===== src/rtl/spi_regfile.sv =====
// spi_regfile: SPI mode-0 peripheral decoding R/W frames into a bank of registers with read-back on cipo
module spi_regfile #(
    parameter int ADDR_W   = 7,
    parameter int DATA_W   = 8,
    parameter int NUM_REGS = 5
) (
    input  logic                         clk,
    input  logic                         rst,
    input  logic                         sclk,
    input  logic                         copi,
    input  logic                         ncs,
    output logic                         cipo,
    output logic                         cipo_oe,
    output logic [NUM_REGS*DATA_W-1:0]   regs_out,
    output logic                         wr_strobe,
    output logic [ADDR_W-1:0]            wr_addr,
    output logic                         frame_err
);
    localparam int FRAME = 1 + ADDR_W + DATA_W;
    localparam int CW    = $clog2(FRAME + 2);
    localparam logic [CW-1:0] FULL  = CW'(FRAME);
    localparam logic [CW-1:0] OVER  = CW'(FRAME + 1);
    localparam logic [CW-1:0] ALAST = CW'(ADDR_W);

    typedef enum logic [1:0] {IDLE, SHIFT, COMMIT} state_t;

    state_t              st_q;
    logic [2:0]          sclk_q, ncs_q;
    logic [1:0]          copi_q;
    logic [CW-1:0]       cnt_q;
    logic [FRAME-1:0]    sr_q;
    logic [DATA_W-1:0]   rbuf_q, rd_val;
    logic [DATA_W-1:0]   regs_q [NUM_REGS];
    logic                ld_q, rd_q, cipo_q, oe_q, wr_strobe_q, frame_err_q, c_hit;
    logic [ADDR_W-1:0]   wr_addr_q;

    wire sclk_rise = sclk_q[1] & ~sclk_q[2];
    wire sclk_fall = ~sclk_q[1] & sclk_q[2];
    wire ncs_fall  = ~ncs_q[1] & ncs_q[2];
    wire ncs_rise  = ncs_q[1] & ~ncs_q[2];
    wire [ADDR_W-1:0] c_addr = sr_q[DATA_W +: ADDR_W];
    wire              wr_ok  = (cnt_q == FULL) && sr_q[FRAME-1] && c_hit;

    // Two-flop synchronisers plus a third edge-detect flop, reset to idle pin levels
    always_ff @(posedge clk) begin
        if (rst) begin
            sclk_q <= 3'b000;
            ncs_q  <= 3'b111;
            copi_q <= 2'b00;
        end else begin
            sclk_q <= {sclk_q[1:0], sclk};
            ncs_q  <= {ncs_q[1:0], ncs};
            copi_q <= {copi_q[0], copi};
        end
    end

    // Address decode: read-back value for the early address and range hit for the commit address
    always_comb begin
        rd_val = '0;
        c_hit  = 1'b0;
        for (int k = 0; k < NUM_REGS; k++) begin
            if (sr_q[ADDR_W-1:0] == ADDR_W'(k)) rd_val = regs_q[k];
            if (c_addr == ADDR_W'(k)) c_hit = 1'b1;
        end
    end

    // Frame FSM: shift in bits, serve reads on falling edges, commit or flag on chip-select release
    always_ff @(posedge clk) begin
        if (rst) begin
            st_q        <= IDLE;
            cnt_q       <= '0;
            sr_q        <= '0;
            rbuf_q      <= '0;
            ld_q        <= 1'b0;
            rd_q        <= 1'b0;
            cipo_q      <= 1'b0;
            oe_q        <= 1'b0;
            wr_strobe_q <= 1'b0;
            frame_err_q <= 1'b0;
            wr_addr_q   <= '0;
            for (int k = 0; k < NUM_REGS; k++) regs_q[k] <= '0;
        end else begin
            wr_strobe_q <= 1'b0;
            frame_err_q <= 1'b0;
            ld_q        <= 1'b0;
            case (st_q)
                IDLE: begin
                    cnt_q  <= '0;
                    rd_q   <= 1'b0;
                    cipo_q <= 1'b0;
                    if (ncs_fall) begin
                        st_q <= SHIFT;
                        oe_q <= 1'b1;
                    end
                end
                SHIFT: begin
                    if (ncs_rise) begin
                        st_q   <= COMMIT;
                        oe_q   <= 1'b0;
                        cipo_q <= 1'b0;
                    end else begin
                        if (sclk_rise) begin
                            if (cnt_q != OVER) cnt_q <= cnt_q + 1'b1;
                            if (cnt_q < FULL) sr_q <= {sr_q[FRAME-2:0], copi_q[1]};
                            ld_q <= (cnt_q == ALAST);
                        end
                        if (ld_q) begin
                            rd_q   <= ~sr_q[ADDR_W];
                            rbuf_q <= rd_val;
                        end else if (sclk_fall) begin
                            cipo_q <= rd_q & rbuf_q[DATA_W-1];
                            rbuf_q <= rbuf_q << 1;
                        end
                    end
                end
                COMMIT: begin
                    st_q <= IDLE;
                    if (cnt_q != FULL) frame_err_q <= 1'b1;
                    else if (wr_ok) begin
                        wr_strobe_q <= 1'b1;
                        wr_addr_q   <= c_addr;
                    end
                    for (int k = 0; k < NUM_REGS; k++)
                        if (wr_ok && c_addr == ADDR_W'(k)) regs_q[k] <= sr_q[DATA_W-1:0];
                end
                default: st_q <= IDLE;
            endcase
        end
    end

    for (genvar i = 0; i < NUM_REGS; i++) begin : g_out
        assign regs_out[i*DATA_W +: DATA_W] = regs_q[i];
    end

    assign cipo      = cipo_q;
    assign cipo_oe   = oe_q;
    assign wr_strobe = wr_strobe_q;
    assign wr_addr   = wr_addr_q;
    assign frame_err = frame_err_q;
endmodule


===== config.mk =====
export PLATFORM = sky130hd
export DESIGN_NAME = spi_regfile
export DESIGN_NICKNAME = d
export VERILOG_FILES = /design/src/rtl/spi_regfile.sv
export SDC_FILE = /design/constraint.sdc
export NUM_CORES = 1
export LEC_CHECK = 0
export ABC_AREA = 0
export CORE_ASPECT_RATIO = 0.75
export CORE_MARGIN = 1
export CORE_UTILIZATION = 29
export DETAILED_ROUTE_END_ITERATION = 6
export DONT_BUFFER_PORTS = 1
export GPL_ROUTABILITY_DRIVEN = 0
export PLACE_DENSITY = 0.48
export SYNTH_ARGS = -nofsm -noshare
export SYNTH_HDL_FRONTEND = slang
export SYNTH_SLANG_ARGS = --single-unit

===== constraint.sdc =====
create_clock -name clk -period 2.4 [get_ports clk]
set_input_delay 0.48 -clock clk [delete_from_list [all_inputs] [get_ports clk]]
set_output_delay 0.48 -clock clk [all_outputs]
set_load 0.1 [all_outputs]

==> results.ini, run 1 <==
[outcome]
status = completed

[global_route]
grt_pass1_vias = 2485
grt_usage_pct = 13.80
grt_max_degree = 55
overflow = 0
antenna_found_initial = 0
grt_pass1_wl_um = 13880

[yosys]
avgSynthCellArea_um2 = 11.25
ys_types = 50
synth-edff-count = 40
synth.top_cell.area_share_pct = 31.88
ys.flop_type = dfxtp_1
yosysTopAreaCell = edfxtp_1
synth-seq-cells = 92
synth.area.top_cells = edfxtp_1 32%, dfxtp_1 28%, nor2_1 3.8%
synth_cells = 335
synth_nets = 343
synthArstFlopShare_pct = 0
yosys-top-cells-count = 52 x dfxtp_1, 40 x edfxtp_1, 38 x nor2_1, 36 x nand2_1, 18 x a21oi_1
yosysMostFrequentCell = dfxtp_1
yosys_warnings = 0
syn_area_um2 = 3767
yosysSeqAreaShare_pct = 59.52

[clock_network]
clockBufferDepth = 2
cts.sinks = 92
numCtsBuffers = 9
clk_pin_slew_ns = 0.06
root_buffer = clkbuf_16
cts_hold_buf = 0
post_cts_buffers = 0
cts_tree = done
clk_latency_ns = 0.33
cts_resized = 0
htree_levels = 3

[pwr]
pwr-share-seq_pct = 48.9
netSwitchingPower_mw = 0.8175
power_density_nw_per_um2 = 750.2
combinationalPowerShare_pct = 8.7
clkPwrFrac_pct = 42.4
finalPower_mw = 3.437
ir_worst_vdd_uv = 408.8
p_int_mw = 2.619
switching_share_pct = 23.79
p_leak_nw = 1.603

[critical_path]
cp-end-kind = flop
cp.required_ns = 2.45
reg2reg_depth = 7
start_kind = flop
crit_path_max_fanout = 6
r2r_end = regs_q[0][8]$_DFFE_PP_
critical_path_class = reg2reg
regToRegStartpoint = cnt_q[1]$_SDFFE_PP0P_
arrival_ns = 2.00
r2r_slack_ns = 0.45

[run]
maxCapViolCount = 0

[sta]
rsz0062_at_grt = no
slew_viol_final = 0
slew_headroom_pct = 59.80
fin_skew_ns = 0.005556
hold_violations = 0
max_freq_ghz = 0.5116
fin_crit_ns = 1.955
fin_crit_sh_pct = 81.44
setup_tns_ns = 0
setup_viol = 0
tightest_slew_ns = 0.6004

[floorplanning]
die_h_um = 100.7
rows = 35
io_pins = 56
fp.dieArea_um2 = 13460
start_util_pct = 30.19
die_w_um = 133.6
core-area_um2 = 12480

[placed_design]
dpl_cell_area_um2 = 4273
port_buffers = 0
dp.cells = 536
dp_hpwl_um = 6334

[drt]
viasPerCell = 4.786
vias = 2642
drc_errors = 0
ant_nets = 0
avgRoutedWirePerCell_um = 16.12
totalWireLength_um = 8899
dr.first_iter.drc_count = 254
dr.pass1.iters = 4

[finish]
diodes = 0
stdcell_area_um2 = 4581
fin_cells = 552
drive_gt1_share_pct = 24.09
finalNetCount = 389
syn2layout_area_growth_pct = 21.59

[worst_hold_path]
hp-start = rst
worstHoldPathCells = 1
whs_endpoint = cnt_q[0]$_SDFFE_PP0P_
hold_class = in2reg

[stage by stage]
| stage | hold WS [ns] | utilization (%) | setup slack, ns |
|---|---|---|---|
| floorplan | 0.3895 | - | 0.4609 |
| global placement | 0.3999 | 34.24 | 0.4830 |
| detailed placement | 0.4010 | 34.24 | 0.4211 |
| CTS | 0.1966 | 36.70 | 0.4084 |
| global route | 0.1906 | 36.70 | 0.2935 |
| finish | 0.2177 | 36.70 | 0.4454 |
[flip-flops by register name (all words and copies together), names as in the netlist]
name and count:
regs_q 40, sr_q 16, rbuf_q 8, wr_addr 7, cnt_q 5, ncs_q 3, sclk_q 3, copi_q 2
st_q 2, cipo 1, cipo_oe 1, frame_err 1, ld_q 1, rd_q 1, wr_strobe 1
[cell usage in the layout (no fill, tap or decap), types with 5 or more instances in the layout]
master / instances
buf_4: 56
dfxtp_1: 52
edfxtp_1: 40
nor2_1: 38
nand2_1: 36
a21oi_1: 18
o21ai_0: 12
and2_1: 12
mux2i_1: 10
clkbuf_16: 9
nor3_1: 7
nor2b_1: 7
o2bb2ai_1: 7
o221ai_1: 7
a311oi_1: 7
inv_1: 6
or2_2: 5
[worst max-delay path: stages (launching register included)]
cell	delay, ns
dfxtp_1	0.33
inv_1	0.10
ha_1	0.14
and4bb_2	0.27
and4_1	0.35
nand2_1	0.09
o21bai_1	0.20
buf_4	0.19
[kinds of logic (layout without fill, tap and decap cells)]
kind of cell               after synthesis  count (layout)  synth area share, %
xor gates and xnor gates                 2               2               0.4650
buffers and inverters                   27              78                3.852
AOI/OAI and AO/OA                       65              65                11.99
muxes                                   12              12                3.255
DFF                                     92              92                59.52
and+or+nand+nor                        134             134                19.93
adders and majority gates                3               3               0.9965
[layout make-up]
type	instances	area [um^2]
Fill cell	1221	7900
Sequential cell	92	2242
Multi-Input combinational cell	216	1380
Timing Repair Buffer	56	420.4
Clock buffer	10	229.0
Tap cell	166	207.7
Clock inverter	6	78.83
Inverter	6	22.52
[worst max path at each step]
stage,from,end,slack [ns],cells past startpoint
CTS,cnt_q[1]$_SDFFE_PP0P_,regs_q[0][8]$_DFFE_PP_,0.41,7
global placement,st_q[1]$_SDFFE_PP0P_,regs_q[0][9]$_DFFE_PP_,0.48,5
global route,st_q[1]$_SDFFE_PP0P_,regs_q[0][9]$_DFFE_PP_,0.29,5
finish,cnt_q[1]$_SDFFE_PP0P_,regs_q[0][8]$_DFFE_PP_,0.45,7
detailed placement,cnt_q[1]$_SDFFE_PP0P_,regs_q[0][9]$_DFFE_PP_,0.42,7
floorplan,cnt_q[1]$_SDFFE_PP0P_,regs_q[0][10]$_DFFE_PP_,0.46,7
[layer usage]
| layer | vias up | global-route usage (%) | share of wire [%] |
|---|---|---|---|
| met5 | - | 0 | 0 |
| li1 | 1302 | - | - |
| met3 | 5 | 4.324 | 5.2 |
| met2 | 57 | 19.79 | 44 |
| met1 | 1278 | 19.18 | 50 |
| met4 | 0 | 5.507 | 0.73 |
[power groups by stage]
stage	Clock, mW	Combinational, mW	Sequential (mW)
after floorplan	0	0.0633	1.90
after global placement	0	0.298	1.72
after detailed placement	0	0.299	1.72
after CTS	1.51	0.299	1.68
after global routing	1.56	0.308	1.68
final	1.46	0.298	1.68
No activity file was read; power rests on OpenSTA's default activity.
==> run 2, diff against run 1 <==
--- a/config.mk
+++ b/config.mk
@@ -12,7 +12,7 @@
 export DETAILED_ROUTE_END_ITERATION = 6
 export DONT_BUFFER_PORTS = 1
 export GPL_ROUTABILITY_DRIVEN = 0
-export PLACE_DENSITY = 0.48
+export PLACE_DENSITY = 0.49
 export SYNTH_ARGS = -nofsm -noshare
 export SYNTH_HDL_FRONTEND = slang
 export SYNTH_SLANG_ARGS = --single-unit
==> constraint.sdc (replaced) <==
create_clock -name clk -period 1.7 [get_ports clk]
set_input_delay 0.34 -clock clk [delete_from_list [all_inputs] [get_ports clk]]
set_output_delay 0.34 -clock clk [all_outputs]
set_load 0.1 [all_outputs]
==> results.ini, run 2 (synthesis results as in run 1) <==
[drt]
totalWireLength_um = 9236  ; +3.8%
dr.first_iter.drc_count = 111  ; -56%
dr.pass1.iters = 4  ; unchanged
avgRoutedWirePerCell_um = 15.71  ; -2.6%
drc_errors = 0  ; unchanged
ant_nets = 0  ; unchanged
vias = 2780  ; +5.2%
viasPerCell = 4.728  ; -1.2%

[sta]
fin_crit_sh_pct = 100.3  ; +19 points
max_freq_ghz = 0.5862  ; +15%
setup_viol = 4  ; +4
tightest_slew_ns = 0.4478  ; -0.1526 ns
slew_headroom_pct = 70.07  ; +10 points
fin_crit_ns = 1.706  ; -0.2488 ns
slew_viol_final = 0  ; unchanged
worst_hold_slack_ns = 0.06326  ; -0.1544 ns
fin_skew_ns = 0.01201  ; +0.006453 ns
rsz0062_at_grt = yes
setup_slack_ns = -0.005835  ; -0.4512 ns
setup_tns_ns = -0.01810  ; -0.01810 ns
hold_violations = 0  ; unchanged

[placed_design]
dp_hpwl_um = 6556  ; +3.5%
port_buffers = 0  ; unchanged
dp_worst_setup_slack_ns = -0.1617  ; -0.5829 ns
dpl_cell_area_um2 = 4559  ; +6.7%

[floorplanning]
fp.dieArea_um2 = 13460  ; unchanged
start_util_pct = 30.19  ; unchanged
rows = 35  ; unchanged
die_h_um = 100.7  ; unchanged
io_pins = 56  ; unchanged
die_w_um = 133.6  ; unchanged
core-area_um2 = 12480  ; unchanged

[finish]
n_fill_cell = 1216  ; -0.41%
diodes = 0  ; unchanged
drive_gt1_share_pct = 36.26  ; +12 points
layout_commonest_cell = buf_4
stdcell_area_um2 = 5036  ; +9.9%
largest_register = regs_q
syn2layout_area_growth_pct = 33.68
layout_common_cells = 86 x buf_4, 50 x dfxtp_1, 40 x edfxtp_1
reg_top3 = regs_q: 40 flops, sr_q: 16 flops, rbuf_q: 8 flops
finalNetCount = 425  ; +9.3%
largest_reg_flops = 40  ; unchanged

[global_route]
overflow = 0  ; unchanged
antenna_found_initial = 0  ; unchanged
grt_pass1_vias = 2621  ; +5.5%
grt_pass1_wl_um = 14370  ; +3.5%
grt_max_degree = 55  ; unchanged
grt_usage_pct = 14.22  ; +0.42 points

[clock_network]
cts_tree = done
htree_levels = 3  ; unchanged
numCtsBuffers = 9  ; unchanged
clk_latency_ns = 0.34  ; about the same
clk_pin_slew_ns = 0.06  ; about the same
clockBufferDepth = 2  ; unchanged
cts.sinks = 92  ; unchanged
root_buffer = clkbuf_16
cts_hold_buf = 0  ; unchanged

[critical_path]
reg2reg_depth = 7  ; unchanged
critical_path_class = reg2reg
regToRegStartpoint = cnt_q[1]$_SDFFE_PP0P_
crit_path_max_fanout = 8  ; +2
r2r_end = regs_q[0][7]$_DFFE_PP_
r2r_slack_ns = -0.006  ; -0.45 ns
cp.required_ns = 1.75  ; -0.70 ns
start_kind = flop
arrival_ns = 1.76  ; -0.24 ns
cp-end-kind = flop

[pwr]
ir_worst_vdd_uv = 467.4  ; +14%
p_leak_nw = 1.856  ; +16%
power_density_nw_per_um2 = 946.9  ; +26%
finalPower_mw = 4.769  ; +39%

[worst_hold_path]
hp-start = rst
whs_endpoint = cnt_q[0]$_SDFFE_PP0P_
worstHoldPathCells = 1  ; unchanged
hold_class = in2reg

[outcome]
failed_checks = setup timing
status = finished, violations left

[run]
maxCapViolCount = 0  ; unchanged

-- run 2: cell types whose count changed in the layout (fill, tap and decap cells not counted), moves of 3 or more --
cell	before	now
buf_4	56	86
buf_12	0	5
o221ai_1	7	3
o221ai_2	0	4
clkinv_1	3	0
-- run 2: per-stage QoR --
step,util (%),std cells
detailed placement,36.53,566
global placement,36.53,566
CTS,39.84,586
global route,40.35,588
finish,40.35,588
floorplan,-,335
-- run 2: timing repair --
action                                  in CTS  in global routing
setup buffers                                4                  3
pin swaps                                    3                  7
endpoints found under the setup margin      79                 58
resized for setup                           18                 11
-- run 2: layer usage --
layer | vias to the layer above | track usage, % | share of wire [%]
met5 | - | 0 | 0
met4 | 0 | 4.720 | 0.79
met3 | 6 | 3.369 | 4.8
met2 | 64 | 21.71 | 45
met1 | 1336 | 19.78 | 49
li1 | 1374 | - | -
-- run 2: critical path, cell delays in order (launching register included) --
cell and delay [ns]:
dfxtp_2 0.32, inv_2 0.06, ha_4 0.11, and4bb_2 0.26, and3_4 0.19, nor2b_4 0.16, a21o_1 0.17, buf_12 0.14
-- run 2: worst max-delay path by stage --
stage,startpoint,to,slack [ns],cells past startpoint
2_1_floorplan,cnt_q[1]$_SDFFE_PP0P_,regs_q[0][0]$_DFFE_PP_,0.007,6
3_3_place_gp,cnt_q[1]$_SDFFE_PP0P_,regs_q[0][30]$_DFFE_PP_,-0.14,6
3_5_place_dp,cnt_q[1]$_SDFFE_PP0P_,regs_q[0][36]$_DFFE_PP_,-0.16,6
4_1_cts,cnt_q[1]$_SDFFE_PP0P_,cnt_q[0]$_SDFFE_PP0P_,-0.04,8
5_1_grt,cnt_q[1]$_SDFFE_PP0P_,regs_q[0][2]$_DFFE_PP_,-0.09,7
6_report,cnt_q[1]$_SDFFE_PP0P_,regs_q[0][7]$_DFFE_PP_,-0.006,7
-- run 2: cell type report --
cell class | instances | area, um^2 | share of cell area, %
flip-flops and latches | 92 | 2245 | 44.57
clock inverters | 6 | 45.04 | 0.8944
clock buffers | 10 | 250.2 | 4.969
repair buffers | 92 | 757.0 | 15.03
inverters | 6 | 22.52 | 0.4472
well taps | 166 | 207.7 | 4.124
multi-input cells | 216 | 1509 | 29.96
-- run 2: report_power, final --
part	internal, mW	leakage (nW)	switching (mW)
Combinational	0.100	0.873	0.347
Clock	1.09	0.148	0.858
Sequential	2.35	0.835	0.0281
